[config.mk]
export PLATFORM = sky130hd
export DESIGN_NAME = vram_arbiter
export DESIGN_NICKNAME = d
export VERILOG_FILES = /design/src/rtl/vram_arbiter_pkg.sv /design/src/rtl/vram_arbiter_write_fifo.sv /design/src/rtl/vram_arbiter.sv
export SDC_FILE = /design/constraint.sdc
export NUM_CORES = 1
export LEC_CHECK = 0
export CAP_MARGIN = 10
export CORE_MARGIN = 3
export CORE_UTILIZATION = 35
export DETAILED_ROUTE_END_ITERATION = 8
export PLACE_DENSITY = 0.65
export SETUP_SLACK_MARGIN = 0.02
export SYNTH_ARGS = -nofsm -noshare
export SYNTH_HDL_FRONTEND = slang
export SYNTH_SLANG_ARGS = --single-unit
[constraint.sdc]
create_clock -name clk -period 4.5 [get_ports clk]
set_clock_uncertainty 0.15 [all_clocks]
set_input_delay 0.9 -clock clk [delete_from_list [all_inputs] [get_ports clk]]
set_output_delay 0.9 -clock clk [all_outputs]
set_load 0.1 [all_outputs]
[src/rtl/vram_arbiter_pkg.sv]
// ---------------------------------------------------------------------------
// vram_arbiter_pkg
//   Shared GPU definitions for the VRAM access path: address width, the
//   tile/attribute region map and the per-cycle grant-type encoding used by
//   the arbiter.
//   No ports (package).
// ---------------------------------------------------------------------------
package vram_arbiter_pkg;

  // VRAM byte address width and data width
  localparam int VRAM_ADDR_W = 13;
  localparam int VRAM_DATA_W = 8;

  // Region map: tiles at 0x0000, attributes at 0x0800, end of used space 0x1800
  localparam logic [VRAM_ADDR_W-1:0] TILE_BASE = 13'h0000;
  localparam logic [VRAM_ADDR_W-1:0] ATTR_BASE = 13'h0800;
  localparam logic [VRAM_ADDR_W-1:0] VRAM_END  = 13'h1800;

  // What the single RAM port is doing this cycle
  typedef enum logic [1:0] {
    GRANT_NONE  = 2'd0,
    GRANT_READ  = 2'd1,
    GRANT_WRITE = 2'd2,
    GRANT_FORCE = 2'd3
  } grant_e;

  // Both a normal and a starvation-forced write pop the buffer
  function automatic logic is_write_grant(input grant_e g);
    return (g == GRANT_WRITE) || (g == GRANT_FORCE);
  endfunction

  // True when the address falls in the attribute table
  function automatic logic in_attr_region(input logic [VRAM_ADDR_W-1:0] a);
    return (a >= ATTR_BASE) && (a < VRAM_END);
  endfunction

endpackage

[src/rtl/vram_arbiter_write_fifo.sv]
// ---------------------------------------------------------------------------
// vram_write_fifo
//   Small circular buffer holding CPU writes ({addr, data}) until the arbiter
//   retires them to VRAM. DEPTH must be a power of two so the pointers wrap
//   naturally.
//   Ports:
//     clk, rst_n         clock, async active-low reset
//     push, push_data    enqueue request (ignored when full)
//     pop                dequeue request (ignored when empty)
//     head_data          oldest entry
//     level              number of entries held
//     full, empty        derived from the registered level only
// ---------------------------------------------------------------------------
module vram_write_fifo
  import vram_arbiter_pkg::*;
#(
  parameter  int DEPTH = 4,
  parameter  int WIDTH = VRAM_ADDR_W + VRAM_DATA_W,
  localparam int PTR_W = $clog2(DEPTH),
  localparam int LVL_W = $clog2(DEPTH) + 1
) (
  input  logic             clk,
  input  logic             rst_n,
  input  logic             push,
  input  logic [WIDTH-1:0] push_data,
  input  logic             pop,
  output logic [WIDTH-1:0] head_data,
  output logic [LVL_W-1:0] level,
  output logic             full,
  output logic             empty
);

  logic [WIDTH-1:0] entries_q [DEPTH];
  logic [WIDTH-1:0] entries_d [DEPTH];
  logic [PTR_W-1:0] wr_ptr_q, wr_ptr_d;
  logic [PTR_W-1:0] rd_ptr_q, rd_ptr_d;
  logic [LVL_W-1:0] level_q, level_d;
  logic             do_push, do_pop;

  assign full  = (level_q == LVL_W'(DEPTH));
  assign empty = (level_q == '0);

  // Guard the requests so a misbehaving caller cannot corrupt the pointers
  assign do_push = push & ~full;
  assign do_pop  = pop & ~empty;

  always_comb begin
    entries_d = entries_q;
    wr_ptr_d  = wr_ptr_q;
    rd_ptr_d  = rd_ptr_q;
    level_d   = level_q;
    if (do_push) begin
      entries_d[wr_ptr_q] = push_data;
      wr_ptr_d            = wr_ptr_q + PTR_W'(1);
    end
    if (do_pop) begin
      rd_ptr_d = rd_ptr_q + PTR_W'(1);
    end
    // Simultaneous push and pop leaves the level unchanged
    case ({do_push, do_pop})
      2'b10:   level_d = level_q + LVL_W'(1);
      2'b01:   level_d = level_q - LVL_W'(1);
      default: level_d = level_q;
    endcase
  end

  always_ff @(posedge clk or negedge rst_n) begin
    if (!rst_n) begin
      entries_q <= '{default: '0};
      wr_ptr_q  <= '0;
      rd_ptr_q  <= '0;
      level_q   <= '0;
    end else begin
      entries_q <= entries_d;
      wr_ptr_q  <= wr_ptr_d;
      rd_ptr_q  <= rd_ptr_d;
      level_q   <= level_d;
    end
  end

  assign head_data = entries_q[rd_ptr_q];
  assign level     = level_q;

endmodule

[src/rtl/vram_arbiter.sv]
// ---------------------------------------------------------------------------
// vram_arbiter
//   Shares one single-port synchronous VRAM between the renderer (reads) and
//   a buffered CPU write path. Reads normally win; buffered writes drain in
//   idle cycles, and a starvation counter forces a write through after
//   STARVE_LIMIT consecutive denied cycles.
//   Ports:
//     clk, rst_n                          clock, async active-low reset
//     cpu_wr_valid/addr/data, _ready      CPU write push interface
//     rd_req, rd_addr, rd_ready           renderer read request
//     rd_valid, rd_data                   read result, one cycle after accept
//     mem_en, mem_we, mem_addr, mem_wdata RAM control, combinational
//     mem_rdata                           RAM read data (1-cycle latency)
//     fifo_level                          buffered write count
//     overflow, overflow_clr              sticky dropped-write flag and clear
// ---------------------------------------------------------------------------
module vram_arbiter
  import vram_arbiter_pkg::*;
#(
  parameter  int ADDR_W       = VRAM_ADDR_W,
  parameter  int FIFO_DEPTH   = 4,
  parameter  int STARVE_LIMIT = 8,
  localparam int LVL_W        = $clog2(FIFO_DEPTH) + 1
) (
  input  logic              clk,
  input  logic              rst_n,
  input  logic              cpu_wr_valid,
  input  logic [ADDR_W-1:0] cpu_wr_addr,
  input  logic [7:0]        cpu_wr_data,
  output logic              cpu_wr_ready,
  input  logic              rd_req,
  input  logic [ADDR_W-1:0] rd_addr,
  output logic              rd_ready,
  output logic              rd_valid,
  output logic [7:0]        rd_data,
  output logic              mem_en,
  output logic              mem_we,
  output logic [ADDR_W-1:0] mem_addr,
  output logic [7:0]        mem_wdata,
  input  logic [7:0]        mem_rdata,
  output logic [LVL_W-1:0]  fifo_level,
  output logic              overflow,
  input  logic              overflow_clr
);

  localparam int ENTRY_W = ADDR_W + 8;
  localparam int STV_W   = $clog2(STARVE_LIMIT + 1);
  localparam logic [STV_W-1:0] STARVE_MAX = STV_W'(STARVE_LIMIT);

  logic [STV_W-1:0]   starve_q, starve_d;
  logic               overflow_q, overflow_d;
  logic               rd_valid_q, rd_valid_d;
  logic [7:0]         rd_hold_q, rd_hold_d;

  logic               fifo_push, fifo_pop, fifo_full, fifo_empty;
  logic [ENTRY_W-1:0] fifo_head;
  logic               force_wr, write_grant;
  grant_e             grant;

  // Write buffer
  vram_write_fifo #(
    .DEPTH (FIFO_DEPTH),
    .WIDTH (ENTRY_W)
  ) u_fifo (
    .clk       (clk),
    .rst_n     (rst_n),
    .push      (fifo_push),
    .push_data ({cpu_wr_addr, cpu_wr_data}),
    .pop       (fifo_pop),
    .head_data (fifo_head),
    .level     (fifo_level),
    .full      (fifo_full),
    .empty     (fifo_empty)
  );

  // Ready comes from the registered level, so a same-cycle pop never lets a
  // full buffer accept; an empty buffer cannot pop what it is pushing.
  assign cpu_wr_ready = ~fifo_full;
  assign fifo_push    = cpu_wr_valid & cpu_wr_ready;

  assign force_wr = (starve_q == STARVE_MAX) && !fifo_empty;

  // Grant priority: forced write, then read, then opportunistic write
  always_comb begin
    grant = GRANT_NONE;
    if (force_wr) begin
      grant = GRANT_FORCE;
    end else if (rd_req) begin
      grant = GRANT_READ;
    end else if (!fifo_empty) begin
      grant = GRANT_WRITE;
    end
  end

  assign write_grant = is_write_grant(grant);
  assign fifo_pop    = write_grant;
  assign rd_ready    = rd_req & ~force_wr;

  // RAM port follows the grant combinationally
  always_comb begin
    mem_en    = 1'b0;
    mem_we    = 1'b0;
    mem_addr  = '0;
    mem_wdata = '0;
    case (grant)
      GRANT_READ: begin
        mem_en   = 1'b1;
        mem_addr = rd_addr;
      end
      GRANT_WRITE, GRANT_FORCE: begin
        mem_en    = 1'b1;
        mem_we    = 1'b1;
        mem_addr  = fifo_head[ENTRY_W-1:8];
        mem_wdata = fifo_head[7:0];
      end
      default: ;
    endcase
  end

  // Starvation counter, sticky overflow and read-return tracking
  always_comb begin
    starve_d = starve_q;
    if (fifo_empty || write_grant) begin
      starve_d = '0;
    end else if (starve_q != STARVE_MAX) begin
      starve_d = starve_q + STV_W'(1);
    end

    overflow_d = overflow_q;
    if (overflow_clr) begin
      overflow_d = 1'b0;
    end else if (cpu_wr_valid && !cpu_wr_ready) begin
      overflow_d = 1'b1;
    end

    rd_valid_d = (grant == GRANT_READ);
    rd_hold_d  = rd_valid_q ? mem_rdata : rd_hold_q;
  end

  always_ff @(posedge clk or negedge rst_n) begin
    if (!rst_n) begin
      starve_q   <= '0;
      overflow_q <= 1'b0;
      rd_valid_q <= 1'b0;
      rd_hold_q  <= 8'h00;
    end else begin
      starve_q   <= starve_d;
      overflow_q <= overflow_d;
      rd_valid_q <= rd_valid_d;
      rd_hold_q  <= rd_hold_d;
    end
  end

  // The RAM returns data one cycle after the access; that cycle is the
  // rd_valid cycle, so the RAM output is presented directly then and the
  // captured copy is held afterwards.
  assign rd_valid = rd_valid_q;
  assign rd_data  = rd_valid_q ? mem_rdata : rd_hold_q;
  assign overflow = overflow_q;

endmodule

==> results of run 1 <==
worst reg2reg max path: stages (launching register included):
cell     delay, ps
dfrtp_1        440
or3b_1         600
nand2_1        220
ha_1           220
inv_1           60
fa_1           370
xor2_1         150
nor2_1         120
xor2_1         170
power by group through the flow:
| stage | combinational (mW) | clock [mW] | sequential, mW |
|---|---|---|---|
| after floorplan | 2.38 | 0 | 1.69 |
| after global placement | 2.94 | 0 | 1.73 |
| after detailed placement | 2.98 | 0 | 1.76 |
| after CTS | 2.98 | 0.779 | 1.75 |
| after global routing | 3.08 | 0.819 | 1.82 |
| final | 2.95 | 0.759 | 1.75 |
layer usage:
metal	vias to the layer above	track usage [%]	routed length (µm)
met1	1496	17.5	4840
met3	9	3.53	477
met4	0	3.34	102
met5	-	0	0
li1	1299	-	-
met2	58	21.8	5200
synth_stat cells, drive strengths merged:
cell type | n | area, µm²
mux2 | 93 | 1350
a21oi | 3 | 15.0
ha | 7 | 87.6
nand3 | 5 | 75.1
fa | 1 | 20.0
clkbuf | 4 | 15.0
a211oi | 1 | 7.51
inv | 9 | 33.8
a21boi | 1 | 7.51
nand3b | 1 | 7.51
o21a | 2 | 15.0
a41oi | 1 | 8.76
or3 | 1 | 7.51
or3b | 2 | 17.5
dfrtp | 105 | 2630
nor3 | 1 | 5.00
mux4 | 21 | 473
and2 | 8 | 50.1
xnor2 | 4 | 35.0
buf | 14 | 203
and3b | 1 | 8.76
nand2b | 1 | 6.26
nand2 | 3 | 11.3
nor2 | 5 | 18.8
a22o | 13 | 114
xor2 | 3 | 26.3
o21ai | 2 | 10.0
per-stage QoR:
step	utilization [%]	area (µm²)	setup slack, ps	hold slack, ps	power [mW]
2_1_floorplan	-	5250	563	310	4.07
3_3_place_gp	42.7	6230	739	332	4.67
3_5_place_dp	42.7	6230	704	339	4.74
4_1_cts	44.7	6520	699	355	5.52
5_1_grt	44.7	6520	603	365	5.72
6_report	44.7	6520	721	351	5.45
how the worst min path moves through the flow:
| stage | start | endpoint | slack [ps] |
|---|---|---|---|
| floorplan | starve_q[0] | starve_q[0] | 310 |
| global placement | rd_hold_q[5] | rd_hold_q[5] | 330 |
| detailed placement | rd_hold_q[4] | rd_hold_q[4] | 340 |
| CTS | rd_hold_q[4] | rd_hold_q[4] | 350 |
| global route | rd_hold_q[7] | rd_hold_q[7] | 370 |
| finish | rd_hold_q[5] | rd_hold_q[5] | 350 |
cells in the final DEF (no fill, tap or decap), drive strengths merged:
cell	count
xor2	3
nand3	5
clkinvlp	1
o21a	2
nor3	1
a21oi	3
a22o	13
or3b	2
ha	7
a41oi	1
and2	8
a211oi	1
nand3b	1
clkbuf	10
buf	37
a21boi	1
dfrtp	105
xnor2	4
o21ai	2
inv	11
nor2	5
clkinv	3
mux4	21
and3b	1
mux2	93
or3	1
clkdlybuf4s50	51
nand2	3
nand2b	1
fa	1
state kept, by name (all words and copies together), names as in the netlist:
register          cells
overflow              1
rd_hold_q             8
rd_valid              1
starve_q              4
u_fifo.entries_q     84
u_fifo.level          3
u_fifo.rd_ptr_q       2
u_fifo.wr_ptr_q       2
layout make-up:
class | instances | area share, %
clock buffer | 10 | 3.66
clock inverter | 6 | 0.767
inverter | 9 | 0.518
multi-input combinational | 180 | 36.5
sequential | 105 | 40.3
tap | 184 | 3.53
timing repair buffer | 88 | 14.8
cell families (layout without fill, tap and decap cells):
family | after synthesis | in the layout | share of synthesized area (%)
xor+xnor | 7 | 7 | 1.17
fa+ha+maj | 8 | 8 | 2.05
flops | 105 | 105 | 50.0
simple gates | 28 | 28 | 3.95
compound gates | 23 | 23 | 3.38
buf+inv | 27 | 113 | 4.79
mux | 114 | 114 | 34.7
==> flow_summary_export.csv, run 1 <==
group,metric,value,unit
run_status,run_status,"complete, no violations",
synthesis,synthesis.nets,367,
cts,cts_sinks,105,
setup_path,worstReg2RegStart,"u_fifo.level[1]",
cells_and_area,multi_input_area,0.00238,mm²
min_path,holdPathStages,1,
sta,maxSlewViolCount,0,
power,powerDensity,836,mW/mm²
cts,cts_resized,0,
cells_and_area,synthToLayoutAreaGrowth,24.2,%
synthesis,synth.distinct_cells,32,
place,place_congestion,0.715,
place,place_hpwl,6750,µm
setup_path,cp.depth,4,
setup_path,path_cells,"clkdlybuf4s50_1, o21a_1, a22o_1, buf_12",
power,combPwrFrac,54.0,%
cts,cts_buffer_depth,2,
setup_path,critPathRequiredTime,3450,ps
sta,timing.fmax,265,MHz
routing,ant_nets,0,
synthesis,syn_inst,312,
cts,cts_tree,"done",
routing,route.detailed.drc,0,
grt,overflow,0,
die,initial_utilization,36.0,%
power,p_sw,2.23,mW
setup_path,endpoint,"mem_addr[12]",
sta,rsz0062_at_grt,"no",
run,cap_viol_max_count,0,
setup_path,startpoint,"rd_req",
cells_and_area,drive_gt1_share,44.0,%
synthesis,yosysWarnings,0,
cells_and_area,fillCellCount,1266,
cells_and_area,antennaDiodeCount,0,
sta,timing.max_slew.rel_slack,22.6,%
routing,drt-initial-drc-count,168,
sta,hold_violations,0,
sta,setup-violations-final,0,
cts,hold_buffers,0,
routing,drt-total-wl,10600,µm
die,fp.dieArea,0.0165,mm²
cells_and_area,final-seq-area,0.00263,mm²
cts,post_cts_buffers,0,
cts,clk_latency,340,ps
die,fp.dieH,129,µm
setup_path,crit_slowest_cell,"o21a_1",
power,seqPwrFrac,32.1,%
routing,wl_per_cell,18.2,µm
sta,final.min_clock_period,3780,ps
place,place_inst,566,
routing,drt-pass1-iter-count,4,
synthesis,seq_area_frac_synth,50.0,%
synthesis,ys_ff_latch,105,
die,ios,85,
grt,grt_max_degree,78,
grt,grt_usage,13.2,%
power,p_clk_share,13.9,%
grt,grt_pass1_vias,3183,
setup_path,critical-path-top-delay-family,"compound AO/OA/AOI/OAI gates",
power,p_leak,3.02,nW
cts,root_buffer,"clkbuf_16",
sta,fin_crit_sh,84.0,%
grt,antenna_found_initial,0,
die,die_x,129,µm
setup_path,worstReg2RegEnd,"u_fifo.level[2]",
routing,avgViaCountPerCell,4.92,
place,port_buffers,84,
power,switching_share,41.0,%
routing,vias,2862,
min_path,hold_path_class,"reg -> reg",
setup_path,end_kind,"output pin",
power,peakVddDrop,622,µV
die,rows,44,
setup_path,max_stage_delay,690,ps
setup_path,r2r_setup_slack,1920,ps
synthesis,synth_area,0.00525,mm²
sta,setup_tns,0,ps
cts,clk_pin_slew_worst_paths,70,ps
cts,cts_buffers,9,
power,p_int,3.22,mW
setup_path,path_class,"in -> out",
cells_and_area,finalNonFillerCells,582,
setup_path,cp-start-kind,"input port",
setup_path,crit_buf_inv,2,
cts,cts_max_level,3,
die,fp.coreArea,0.0146,mm²
sta,worstMarginPinSlew,1160,ps
synthesis,synth_area_per_cell,16.8,µm²
setup_path,reg2reg_depth,8,
setup_path,arrival,2730,ps
cells_and_area,final_nets,448,
setup_path,path_max_fanout,14,
grt,grt_pass1_wl,17000,µm
(Power assumes the default switching activity.)
==> inputs of run 2 (changes only) <==
--- a/config.mk
+++ b/config.mk
@@ -9,7 +9,7 @@
 export CORE_MARGIN = 3
 export CORE_UTILIZATION = 35
 export DETAILED_ROUTE_END_ITERATION = 8
-export PLACE_DENSITY = 0.65
+export PLACE_DENSITY = 0.67
 export SETUP_SLACK_MARGIN = 0.02
 export SYNTH_ARGS = -nofsm -noshare
 export SYNTH_HDL_FRONTEND = slang
==> constraint.sdc (replaced) <==
create_clock -name clk -period 3.28 [get_ports clk]
set_clock_uncertainty 0.15 [all_clocks]
set_input_delay 0.656 -clock clk [delete_from_list [all_inputs] [get_ports clk]]
set_output_delay 0.656 -clock clk [all_outputs]
set_load 0.1 [all_outputs]
==> run 2 against run 1 <==
  * Register-to-register slack worse by 1200 ps
  * Wire length down 0.45%
  * Core utilization up 1.4 points
  * Total power up 42%
==> flow_summary_export.csv, run 2 (same netlist as run 1, synthesis figures left out) <==
group,metric,value,unit
run_status,run_status,"complete, no violations",
sta,fin_crit_sh,90.3,%
cts,cts_buffers,9,
sta,hold_ws,277,ps
place,place_hpwl,6920,µm
cts,cts_buffer_depth,2,
power,powerDensity,1150,mW/mm²
cells_and_area,most-common-layout-cells,"101 x dfrtp_1, 80 x mux2_4, 45 x clkdlybuf4s50_1",
cts,cts_tree,"done",
cts,cts_sinks,105,
power,p_int,4.61,mW
cells_and_area,synthToLayoutAreaGrowth,28.1,%
setup_path,arrival,2160,ps
setup_path,end_kind,"output pin",
power,combPwrFrac,56.2,%
cells_and_area,final_nets,454,
sta,worstMarginPinSlew,849,ps
die,fp.dieH,129,µm
die,initial_utilization,36.0,%
run,cap_viol_max_count,0,
grt,grt_pass1_wl,17500,µm
grt,grt_pass1_vias,3274,
grt,grt_max_degree,66,
routing,ant_nets,0,
routing,route.detailed.drc,0,
power,seqPwrFrac,30.0,%
routing,drt-initial-drc-count,176,
sta,setup-violations-final,0,
cells_and_area,top_regs,"u_fifo.entries_q: 84 flops, rd_hold_q: 8 flops, starve_q: 4 flops",
grt,antenna_found_initial,0,
die,ios,85,
routing,avgViaCountPerCell,4.94,
cells_and_area,final-seq-area,0.00263,mm²
power,p_sw,3.12,mW
setup_path,critPathRequiredTime,2470,ps
routing,drt-pass1-iter-count,4,
sta,hold_violations,0,
sta,rsz0062_at_grt,"no",
setup_path,cp-start-kind,"flip-flop",
grt,overflow,0,
cts,cts_max_level,3,
setup_path,path_class,"reg -> out",
die,fp.dieArea,0.0165,mm²
die,rows,44,
place,place_congestion,0.722,
sta,final.min_clock_period,2960,ps
cells_and_area,final_common_cell,"dfrtp_1",
grt,grt_usage,13.5,%
cells_and_area,largest_reg_flops,84,
die,die_x,129,µm
sta,setup_tns,0,ps
min_path,hold_path_class,"in -> async",
cts,clk_pin_slew_worst_paths,70,ps
setup_path,path_max_fanout,11,
power,p_clk_share,13.7,%
power,p_leak,3.11,nW
cells_and_area,largest-register,"u_fifo.entries_q",
cts,clk_latency,340,ps
cells_and_area,multi_input_area,0.00239,mm²
routing,vias,2902,
power,switching_share,40.3,%
cells_and_area,antennaDiodeCount,0,
sta,timing.fmax,338,MHz
cells_and_area,fillCellCount,1245,
cells_and_area,drive_gt1_share,49.0,%
cts,post_cts_buffers,0,
routing,wl_per_cell,18.0,µm
power,peakVddDrop,837,µV
cts,hold_buffers,0,
place,port_buffers,84,
cts,root_buffer,"clkbuf_16",
cts,cts_resized,0,
routing,drt-total-wl,10600,µm
sta,maxSlewViolCount,0,
die,fp.coreArea,0.0146,mm²
sta,timing.max_slew.rel_slack,43.4,%
==> run 2: changes by cell type in the layout (fill, tap and decap cells not counted), sizes merged <==
cell / delta
clkdlybuf4s50: -6
buf: +12
==> run 2: critical path, stage by stage (launching register included) <==
cell,delay (ps)
dfrtp_2,610
buf_4,280
mux4_2,530
and2_2,230
buf_12,160
==> run 2: worst paths after layout <==
| check | endpoint | start | cells after the start | slack [ps] |
|---|---|---|---|---|
| min in group clk | rd_hold_q[2] | rd_hold_q[2] | 1 | 350 |
| hold / removal | u_fifo.entries_q[44] | rst_n | 1 | 280 |
| hold reg to reg | rd_hold_q[2] | rd_hold_q[2] | 1 | 350 |
| max in group asynchronous | u_fifo.entries_q[35] | rst_n | 2 | 2000 |
| setup / recovery | mem_wdata[0] | u_fifo.rd_ptr_q[0] | 4 | 320 |
| setup reg to reg | u_fifo.level[2] | u_fifo.level[1] | 8 | 690 |
==> run 2: per-layer routing <==
metal  up-vias  wire (µm)  global-route usage (%)
li1       1314          -                       -
met1      1496       4850                    18.8
met2        75       4960                    20.8
met3        17        562                    3.45
met4         0        194                    4.26
met5         -          0                       0
==> run 2: power groups by stage <==
stage | clock, mW | sequential (mW) | combinational, mW
after detailed placement | 0 | 2.33 | 4.39
final | 1.06 | 2.32 | 4.35
after global routing | 1.14 | 2.41 | 4.56
after floorplan | 0 | 2.33 | 3.27
after CTS | 1.10 | 2.32 | 4.40
after global placement | 0 | 2.29 | 4.33
==> run 2: layout make-up <==
cell class | count | area share [%]
tap | 184 | 3.42
multi-input combinational | 180 | 35.5
sequential | 105 | 39.1
inverter | 9 | 0.502
clock inverter | 6 | 0.911
timing repair buffer | 94 | 17.0
clock buffer | 10 | 3.55
==> run 2: metrics by stage <==
stage / power (mW) / instances / utilization (%) / worst slack, ps / area (µm²)
6_report: 7.73 / 588 / 46.1 / 319 / 6730
5_1_grt: 8.10 / 588 / 46.1 / 184 / 6730
4_1_cts: 7.81 / 588 / 46.1 / 254 / 6730
3_5_place_dp: 6.72 / 572 / 44.1 / 496 / 6430
3_3_place_gp: 6.63 / 572 / 44.1 / 514 / 6430
2_1_floorplan: 5.60 / 312 / - / 187 / 5270
==> inputs of run 3 (changes only) <==
--- a/config.mk
+++ b/config.mk
@@ -5,6 +5,8 @@
 export SDC_FILE = /design/constraint.sdc
 export NUM_CORES = 1
 export LEC_CHECK = 0
+export ABC_AREA = 1
+export ABC_CLOCK_PERIOD_IN_PS = 3280
 export CAP_MARGIN = 10
 export CORE_MARGIN = 3
 export CORE_UTILIZATION = 35
==> run 3 against run 2 <==
  * Critical path depth rose by 2
  * Total power fell by 0.33%
  * Wire length rose by 14%
  * Sequential power fell by 7%
  * Combinational power barely moved
  * Die area rose by 4.5%
  * Area after synthesis rose by 4.7%
  * Non-clock buffer count fell by 3
  * Core utilization fell by 0.66 points
  * Maximum frequency rose by 6.9%
  * Final cell count rose by 59%
  * Critical path type is now in -> out
  * Critical endpoint is now mem_addr[5]
  * Largest cell class unchanged
  * Highest routed layer unchanged
==> flow_summary_export.csv, run 3 <==
group,metric,value,unit
sta,maxSlewViolCount,0,
synthesis,synth_commonest_cells,"235 x nand2_1, 105 x dfrtp_1, 87 x inv_1, 64 x o21ai_2, 32 x nand3_1",
synthesis,synth_area_leader_cell,"dfrtp_1",
routing,drt-initial-drc-count,254,
sta,final.min_clock_period,2770,ps
setup_path,arrival,1960,ps
place,place_inst,921,
cells_and_area,synthToLayoutAreaGrowth,26.6,%
cts,cts_max_level,3,
setup_path,startpoint,"rd_req",
synthesis,async_reset_ff_share,100,%
die,ios,85,
synthesis,ys.flop_type,"dfrtp_1",
grt,grt_pass1_wl,21100,µm
setup_path,critPathRequiredTime,2470,ps
synthesis,synth_compound_area_share,13.8,%
cells_and_area,fillCellCount,1538,
synthesis,synth.distinct_cells,24,
cells_and_area,finalNonFillerCells,937,
setup_path,worstReg2RegStart,"u_fifo.level[1]",
grt,grt_usage,14.9,%
cells_and_area,largest_reg_flops,84,
synthesis,synth_top_area_share,47.8,%
setup_path,crit_slowest_cell,"clkdlybuf4s50_1",
die,die_x,131,µm
power,p_sw,3.70,mW
cells_and_area,drive_gt1_share,21.2,%
die,initial_utilization,35.9,%
cts,clk_latency,340,ps
cts,cts_sinks,105,
routing,vias,4175,
sta,timing.fmax,361,MHz
routing,ant_nets,0,
synthesis,synth_xor_area_share,0.955,%
power,p_leak,3.46,nW
cts,cts_resized,0,
synthesis,synth-edff-count,0,
synthesis,synth_area_leaders,"dfrtp_1 48%, nand2_1 16%, o21ai_2 10%",
cts,cts_buffer_depth,2,
run,cap_viol_max_count,0,
grt,grt_max_degree,45,
cells_and_area,most-common-layout-cells,"235 x nand2_1, 104 x dfrtp_1, 87 x inv_1",
setup_path,reg2reg_depth,9,
cells_and_area,final_common_cell,"nand2_1",
power,seqPwrFrac,28.1,%
routing,drt-total-wl,12100,µm
synthesis,synth_top_family_by_area,"simple AND/OR/NAND/NOR gates",
power,p_clk_share,15.2,%
power,p_int,4.00,mW
synthesis,syn_inst,653,
cells_and_area,fin_area,0.00696,mm²
setup_path,worstReg2RegEnd,"u_fifo.level[2]",
setup_path,path_cells,"clkdlybuf4s50_1, nand2_1, nand2_2, nand2_1, nand2_1, buf_12",
power,powerDensity,1110,mW/mm²
sta,hold_violations,0,
setup_path,path_class,"in -> out",
setup_path,end_kind,"output pin",
die,rows,45,
sta,hold_ws,160,ps
routing,drt-pass1-iter-count,4,
grt,antenna_found_initial,0,
sta,setup-violations-final,0,
power,peakVddDrop,674,µV
setup_path,r2r_setup_slack,1130,ps
power,combPwrFrac,56.7,%
synthesis,synth_area,0.00550,mm²
cells_and_area,largest-register,"u_fifo.entries_q",
setup_path,endpoint,"mem_addr[5]",
cts,post_cts_buffers,0,
synthesis,synthSimpleGateAreaFrac,22.6,%
die,fp.coreArea,0.0153,mm²
synthesis,synth_area_per_cell,8.43,µm²
synthesis,synthesis.nets,708,
setup_path,cp-start-kind,"input port",
synthesis,ys_ff_latch,105,
routing,route.detailed.drc,0,
die,fp.dieH,131,µm
routing,avgViaCountPerCell,4.46,
cts,hold_buffers,0,
cells_and_area,antennaDiodeCount,0,
grt,grt_pass1_vias,4191,
setup_path,max_stage_delay,500,ps
sta,rsz0062_at_grt,"no",
sta,worstMarginPinSlew,661,ps
power,switching_share,48.0,%
run_status,run_status,"complete, no violations",
setup_path,path_max_fanout,14,
min_path,hold_path_class,"in -> async",
place,placed_area,0.00663,mm²
synthesis,synthMuxAreaShare,1.64,%
sta,timing.max_slew.rel_slack,56.0,%
cells_and_area,top_regs,"u_fifo.entries_q: 84 flops, rd_hold_q: 8 flops, starve_q: 4 flops",
synthesis,yosysWarnings,0,
place,place_hpwl,7830,µm
synthesis,seq_area_frac_synth,47.8,%
setup_path,crit_top_cell,"nand2_1",
sta,fin_crit_sh,84.5,%
sta,setup_tns,0,ps
cts,cts_tree,"done",
synthesis,synth_adder_area_share,1.96,%
die,fp.dieArea,0.0173,mm²
routing,wl_per_cell,12.9,µm
cells_and_area,final_nets,776,
power,p_total,7.70,mW
place,place_congestion,0.769,
synthesis,synth_most_common_cell,"nand2_1",
place,port_buffers,84,
grt,overflow,0,
cts,clk_pin_slew_worst_paths,60,ps
cts,root_buffer,"clkbuf_16",
cts,cts_buffers,9,
==> run 3: cell families after synthesis <==
kind of cell | count (synthesis)
compound gates | 104
xor+xnor | 6
fa+ha+maj | 8
buf+inv | 123
flops | 105
mux | 8
simple gates | 299
==> run 3: final cells by class <==
class                   count  area, µm²  share of cell area (%)
flip-flops and latches    105       2630                    37.8
multi-input cells         425       2280                    32.8
repair buffers             91       1120                    16.1
inverters                  89        334                    4.80
well taps                 211        264                    3.79
clock buffers              11        253                    3.63
clock inverters             5       77.6                    1.11
==> run 3: routing by layer <==
metal / GRT usage, % / wire length (µm)
met1: 20.6 / 5800
met5: 0 / 0
met2: 23.7 / 5510
met4: 3.33 / 115
met3: 3.79 / 648
==> run 3: stage by stage <==
| step | util, % | setup WS [ps] |
|---|---|---|
| 5_1_grt | 45.5 | 380 |
| 3_3_place_gp | 43.3 | 519 |
| 4_1_cts | 45.5 | 487 |
| 6_report | 45.5 | 509 |
| 3_5_place_dp | 43.3 | 488 |
| 2_1_floorplan | - | 78.3 |
==> run 3: worst min path at each step <==
| stage | endpoint | slack [ps] | depth (start not counted) |
|---|---|---|---|
| finish | rd_hold_q[4] | 160 | 1 |
| global route | u_fifo.entries_q[51] | 200 | 1 |
| CTS | rd_hold_q[4] | 180 | 1 |
| detailed placement | u_fifo.entries_q[79] | 320 | 2 |
| global placement | u_fifo.entries_q[69] | 310 | 2 |
| floorplan | overflow | 210 | 0 |
==> run 3: worst max-delay path: cells and delay by family <==
family	cells	cell delay [ps]
buf+inv	2	680
simple gates	4	620
==> run 3: power groups by stage <==
stage,logic [mW],clock network [mW],registers (mW)
6_report,4.37,1.17,2.16
5_1_grt,4.78,1.26,2.23
4_1_cts,4.43,1.21,2.16
3_5_place_dp,4.41,0,2.18
3_3_place_gp,4.36,0,2.16
2_1_floorplan,3.21,0,2.27
